--- src/rtl/shift64_sequencer.sv ---
// Multi-cycle 64-bit shift/rotate engine with request and response valid/ready handshakes.
// Define SHIFT64_MULTISTEP_EN to advance four steps per cycle while at least four remain.
module shift64_sequencer #(
  parameter int W  = 64,
  parameter int AW = 6
) (
  input  logic          clk,
  input  logic          rst,
  input  logic          req_valid,
  output logic          req_ready,
  input  logic [1:0]    req_op,
  input  logic [W-1:0]  req_data,
  input  logic [AW-1:0] req_amt,
  output logic          rsp_valid,
  input  logic          rsp_ready,
  output logic [W-1:0]  rsp_data,
  output logic          busy
);

  localparam logic [1:0] OP_SLL = 2'b00;
  localparam logic [1:0] OP_SRL = 2'b01;
  localparam logic [1:0] OP_SRA = 2'b10;

  typedef enum logic [1:0] {
    IDLE  = 2'b00,
    SHIFT = 2'b01,
    DONE  = 2'b10
  } state_t;

  state_t        r_state;
  logic [W-1:0]  r_acc;
  logic [AW-1:0] r_cnt;
  logic [1:0]    r_op;
  logic          r_req_ready;
  logic          r_rsp_valid;
  logic          r_busy;

  logic [W-1:0]  w_step1;
  logic [W-1:0]  w_next_acc;
  logic [AW-1:0] w_next_cnt;
  logic          w_last;

  function automatic logic [W-1:0] f_step(
    input logic [W-1:0] a,
    input logic [1:0]   op
  );
    logic [W-1:0] r;
    case (op)
      OP_SLL:  r = {a[W-2:0], 1'b0};
      OP_SRL:  r = {1'b0, a[W-1:1]};
      OP_SRA:  r = {a[W-1], a[W-1:1]};
      default: r = {a[0], a[W-1:1]};
    endcase
    return r;
  endfunction

  assign w_step1 = f_step(r_acc, r_op);

`ifdef SHIFT64_MULTISTEP_EN
  logic [W-1:0] w_step4;
  logic         w_big;

  assign w_step4    = f_step(f_step(f_step(w_step1, r_op), r_op), r_op);
  assign w_big      = (r_cnt >= AW'(4));
  assign w_next_acc = w_big ? w_step4 : w_step1;
  assign w_next_cnt = r_cnt - (w_big ? AW'(4) : AW'(1));
`else
  assign w_next_acc = w_step1;
  assign w_next_cnt = r_cnt - AW'(1);
`endif

  assign w_last = (w_next_cnt == '0);

  always_ff @(posedge clk) begin
    if (rst) begin
      r_state     <= IDLE;
      r_acc       <= '0;
      r_cnt       <= '0;
      r_op        <= 2'b00;
      r_req_ready <= 1'b0;
      r_rsp_valid <= 1'b0;
      r_busy      <= 1'b0;
    end else begin
      unique case (r_state)
        IDLE: begin
          r_req_ready <= 1'b1;
          r_rsp_valid <= 1'b0;
          r_busy      <= 1'b0;
          if (req_valid && r_req_ready) begin
            r_acc       <= req_data;
            r_cnt       <= req_amt;
            r_op        <= req_op;
            r_req_ready <= 1'b0;
            r_busy      <= 1'b1;
            if (req_amt == '0) begin
              r_state     <= DONE;
              r_rsp_valid <= 1'b1;
            end else begin
              r_state <= SHIFT;
            end
          end
        end
        SHIFT: begin
          r_acc <= w_next_acc;
          r_cnt <= w_next_cnt;
          if (w_last) begin
            r_state     <= DONE;
            r_rsp_valid <= 1'b1;
          end
        end
        DONE: begin
          // acc is frozen here, so rsp_data stays stable under backpressure
          if (rsp_ready) begin
            r_state     <= IDLE;
            r_rsp_valid <= 1'b0;
            r_busy      <= 1'b0;
            r_req_ready <= 1'b1;
          end
        end
        default: begin
          r_state     <= IDLE;
          r_rsp_valid <= 1'b0;
          r_busy      <= 1'b0;
          r_req_ready <= 1'b0;
        end
      endcase
    end
  end

  assign req_ready = r_req_ready;
  assign rsp_valid = r_rsp_valid;
  assign rsp_data  = r_acc;
  assign busy      = r_busy;

endmodule

--- config.mk ---
export PLATFORM = sky130hd
export DESIGN_NAME = shift64_sequencer
export DESIGN_NICKNAME = d
export VERILOG_FILES = /design/src/rtl/shift64_sequencer.sv
export SDC_FILE = /design/constraint.sdc
export NUM_CORES = 1
export LEC_CHECK = 0
export BUFFER_PORTS_ARGS = -buffer_cell sky130_fd_sc_hd__buf_2
export CORE_UTILIZATION = 47
export CTS_BUF_LIST = sky130_fd_sc_hd__clkbuf_8
export CTS_CLUSTER_SIZE = 10
export DETAILED_ROUTE_END_ITERATION = 10
export PLACE_DENSITY_LB_ADDON = 0.3
export SYNTH_ARGS = -nofsm -noshare
export SYNTH_HDL_FRONTEND = slang
export SYNTH_SLANG_ARGS = --single-unit
--- constraint.sdc ---
create_clock -name clk -period 1.6 [get_ports clk]
set_clock_uncertainty 0.15 [all_clocks]
set_input_delay 0.16 -clock clk [delete_from_list [all_inputs] [get_ports clk]]
set_output_delay 0.16 -clock clk [all_outputs]
set_load 0.03 [all_outputs]
== After elaboration in Yosys (flattened, before gate mapping) ==
Cells that the tools add are included.

* Add/subtract/negate cells: 1
* Equal/unequal tests: 8
* Muxes and demuxes: 20
* Bitwise logic cells: 1
* Reduce and logical (&&, ||, !) cells: 12

{| class="wikitable"
|+ Operators by type and width
! cell !! count
|-
| one-hot mux 64 bit (3 select lines) || 1
|-
| one-hot mux 64 bit (2 select lines) || 1
|-
| 2-to-1 mux 64 bit || 1
|-
| logical NOT 6 bit || 2
|-
| one-hot mux 6 bit (2 select lines) || 1
|-
| one-hot mux 1 bit (3 select lines) || 3
|-
| 2-to-1 mux 2 bit || 4
|-
| inequality test 2 bit, second input constant || 4
|-
| AND reduction 2 bit || 4
|-
| 2-to-1 mux 1 bit || 7
|-
| 2-to-1 mux 6 bit || 1
|-
| one-hot mux 2 bit (3 select lines) || 1
|-
| AND reduction 3 bit || 2
|-
| subtractor 6 x 1 -> 6 bit, second input constant || 1
|-
| equality test 2 x 1 -> 1 bit, second input constant || 2
|-
| equality test 2 bit, second input constant || 2
|-
| logical NOT 2 bit || 2
|-
| nonzero test 2 bit || 1
|-
| logical AND 1 bit || 1
|-
| NOT 1 bit || 1
|}

* Register bits after elaboration: 77
* Input bits: 76
* Word-level logic and storage cells: 50

== Longest topological paths before layout ==
* Depth after elaboration: 4
* Mapped depth: 6
* Gate-level depth less buffers: 6

== Worst setup path before layout ==
OpenSTA, ideal clock, no wires.

* Kind: flip-flop to flip-flop
* Start: register r_req_ready (netlist: req_ready)
* End: register r_acc[0] (netlist: rsp_data[0])
* Setup time: 0.128 ns
* Data arrival time: 1.419 ns
* Setup slack: -0.097 ns
* Cell stages (with the launch flop): 6
* Buffers on the path: 1
* Clock period less this slack: 1.697 ns
* Cells stage by stage: dfxtp_1 > nor4bb_1 > buf_2 > mux2_2 > a22oi_1 > nor2_1

* Longest elaborated chain between the ends: 3

{| class="wikitable"
|+ RTL lines
! item !! RTL line !! text
|-
| start, declared || 34 || <nowiki>logic r_req_ready;</nowiki>
|-
| start signal, assigned || 80 || <nowiki>r_req_ready <= 1'b0;</nowiki>
|-
| start signal, assigned || 86 || <nowiki>r_req_ready <= 1'b1;</nowiki>
|-
| start signal, assigned || 93 || <nowiki>r_req_ready <= 1'b0;</nowiki>
|-
| logical AND 1 bit || 89 || <nowiki>if (req_valid && r_req_ready) begin</nowiki>
|-
| inequality test 2 bit (no source line) || -- ||
|-
| AND reduction 2 bit (no source line) || -- ||
|-
| end signal, assigned || 90 || <nowiki>r_acc <= req_data;</nowiki>
|-
| end signal, assigned || 104 || <nowiki>r_acc <= w_next_acc;</nowiki>
|-
| end, declared || 31 || <nowiki>logic [W-1:0] r_acc;</nowiki>
|}

Every way passes these cells.
A chain may end at the register's enable or synchronous reset.

== Final worst setup path ==
* Start: register r_state[1]
* End: register r_acc[0] (netlist: rsp_data[0])

* Longest elaborated chain between the ends: 3
* Elaborated cells between the ends (all ways): 6
* Classes of those cells: eq/ne (2); mux (1); reduce/logical (3)

{| class="wikitable"
|+ RTL lines
! item !! RTL line !! text
|-
| start, declared || 30 || <nowiki>state_t r_state;</nowiki>
|-
| start signal, assigned || 76 || <nowiki>r_state <= IDLE;</nowiki>
|-
| start signal, assigned || 96 || <nowiki>r_state <= DONE;</nowiki>
|-
| start signal, assigned || 99 || <nowiki>r_state <= SHIFT;</nowiki>
|-
| equality test 2 x 1 -> 1 bit or logical NOT 2 bit (tied branches) || 84 || <nowiki>unique case (r_state)</nowiki>
|-
| nonzero test 2 bit (no source line) or inequality test 2 bit (tied branches) || -- ||
|-
| AND reduction 2 bit (no source line) || -- ||
|}

Several ways; a longest one is shown, not always the timed one.

==> results.yml <==
grt:
  antenna_found_initial: 0
  gr-total-overflow: 0
  grt_usage_pct: 27.30
  grt_pass1_wl_um: 19860
  grt_pass1_vias: 4296
  grt_max_degree: 46
worst_hold_path:
  hp-class: "input port to flop"
drt:
  routed_wl_um: 13230
  vias_per_cell: 5.712
  met1_length_um: 5531
  drtIter0Drc: 164
  drc: 0
  vias: 4735
  wl_per_cell_um: 15.96
  wl_met2_um: 6686
  ant_nets: 0
  dr.pass1.iters: 5
  highest_layer: "met4"
  wl_met3_um: 774
place:
  dp_cells: 741
  placed_cell_area_um2: 5127
  dp_hpwl_um: 7742
  place.gp.congestion: 0.8168
  post-place-ws_ns: -0.07625
  io_buffer_count: 142
logic_synthesis:
  syn_inst: 519
  synth_seq_cells: 77
  yosysWarnings: 0
  synth_area_um2: 4154
  synth_cell_types: 36
  synth_fp_nets: 597
  seq_area_frac_synth_pct: 37.11
  syn_avg_cell_area_um2: 8.004
sta:
  worst_slew_pin_slew_ns: 0.4655
  finalCriticalPeriod_ns: 1.688
  slew_violations: 0
  setup_viol: 43
  rsz0062_at_grt: "true"
  tns_ns: -1.336
  post-route-period-util_pct: 105.5
  finalHoldViolations: 0
  max_freq_mhz: 592.3
  timing.final.ws_setup_ns: -0.08843
  whs_ns: 0.05598
  relSlewSlack_pct: 68.96
outcome:
  status: "finished with violations"
  failed_checks: "setup timing"
power_and_ir_drop:
  irDropWorstVdd_mv: 0.6325
  p_leak_nw: 2.479
  power_density_nw_per_um2: 1005
  total_power_mw: 6.302
clocking:
  clk_latency_ns: 0.34
  cts_buffer_depth: 2
  clock-sinks: 77
  cts_max_level: 3
  cts_buffers: 9
  cts_root_buf: "clkbuf_8"
  cts_tree: "yes"
  clk_pin_slew_ns: 0.08
layout:
  nFillCells: 593
  final-instance-count-excl-fill: 829
  fin_area_um2: 6272
  drive_gt1_share_pct: 31.35
  most-common-layout-cells: "142 x buf_2, 138 x nand2_1, 73 x dfxtp_1"
  final_util_pct: 74.83
  syn2layout_area_growth_pct: 50.99
  antenna-diode-count: 0
  nNetsFinal: 798
  mostFrequentLayoutCell: "buf_2"
floorplan:
  core.rowCount: 33
  dieHeight_um: 96.01
  ioPinCount: 143
  start_util_pct: 49.56
  die-area_um2: 9218
  dieWidth_um: 96.01
  coreArea_um2: 8382
worst_setup_path:
  crit_fanout: 4
  worst-endpoint-required_ns: 1.67
  arrival_ns: 1.76
  crit_type: "flop to flop"
  cp-start-kind: "flop"
  crit_path_end_kind: "flop"
flow_run:
  maxCapViolCount: 0
[cells by family (layout without fill, tap and decap cells)]
logic type,count (synthesis),after routing,share of synthesized area (%)
simple gates,228,228,25.63
mux,1,1,0.2711
xor+xnor,1,1,0.2109
flops,77,77,37.11
fa+ha+maj,2,2,0.6023
compound gates,153,153,28.61
buf+inv,57,262,7.560
[report_power, final]
group | internal, mW | total, mW | switching (mW)
Clock | 0.905 | 1.61 | 0.701
Combinational | 0.941 | 2.25 | 1.31
Sequential | 2.17 | 2.44 | 0.270
Total | 4.02 | 6.30 | 2.28
[layout make-up]
class / count / area [µm²] / share of cell area [%]
clock buffers: 10 / 137.6 / 2.194
clock inverters: 5 / 75.07 / 1.197
inverters: 4 / 15.01 / 0.2394
multi-input cells: 385 / 2515 / 40.10
flip-flops and latches: 77 / 1549 / 24.70
well taps: 105 / 131.4 / 2.095
repair buffers: 243 / 1849 / 29.48
[path summary, 6_finish.rpt]
path | start | to | slack (ns) | cells after the start
setup / recovery | r_state[1]$_SDFFE_PP0P_ | rsp_data[0]$_SDFFE_PP0P_ | -0.09 | 5
hold / removal | rsp_ready | req_ready$_SDFFE_PP0P_ | 0.06 | 5
setup reg to reg | r_state[1]$_SDFFE_PP0P_ | rsp_data[0]$_SDFFE_PP0P_ | -0.09 | 5
hold reg to reg | rsp_valid$_SDFFE_PP0P_ | rsp_valid$_SDFFE_PP0P_ | 0.32 | 1
[what timing repair did]
item | CTS | global route
endpoints found under the hold margin | 69 | 0
setup endpoints to repair | 17 | 71
pin swaps | 1 | 4
resized for setup | 2 | 38
setup buffers | 0 | 3
cloned | 0 | 1
hold buffers | 69 | 0
[sequential cells by signal, summed over array words and instances, names as in the netlist]
name	count
r_cnt	6
rsp_data	64
req_ready	1
rsp_valid	1
r_state	2
busy	1
r_op	2
[cell usage after synthesis]
cell	instances	area (µm²)
a22oi_1	2	15.01
a2111oi_0	1	8.760
buf_4	1	7.510
nand4bb_1	1	11.26
nor2_2	1	6.260
o31ai_1	1	7.510
nor2b_1	63	394.1
and2_1	1	6.260
or3_1	1	6.260
a311o_1	1	10.01
buf_8	5	75.07
inv_1	4	15.01
ha_1	2	25.02
nor4bb_1	1	10.01
nand2b_1	2	12.51
nor3b_1	3	22.52
buf_2	19	95.09
o21ai_1	1	5.000
nand3_1	3	15.01
a32oi_1	1	8.760
o21ai_0	3	15.01
a31oi_1	4	25.02
a311oi_1	62	543.0
a211oi_1	64	480.5
clkbuf_1	27	101.4
a21oi_1	11	55.05
o211ai_1	1	7.510
nor4_1	2	12.51
o21a_1	1	7.510
nand2_1	138	518.0
mux2_2	1	11.26
xnor2_1	1	8.760
nand4b_1	1	8.760
buf_12	1	20.02
dfxtp_1	77	1541
nor2_1	11	41.29
[metal layers]
layer	vias up	track usage, %
li1	2292	-
met1	2231	32.82
met2	190	47.70
met3	22	5.134
met4	0	10.82
met5	-	0
[worst max-delay path: stages (launching register included)]
cell      delay (ns)
dfxtp_4         0.36
nor4bb_4        0.39
buf_6           0.19
mux2_4          0.31
a22oi_2         0.12
nor2_1          0.05
Note: power is estimated with default switching activity, not from simulation.
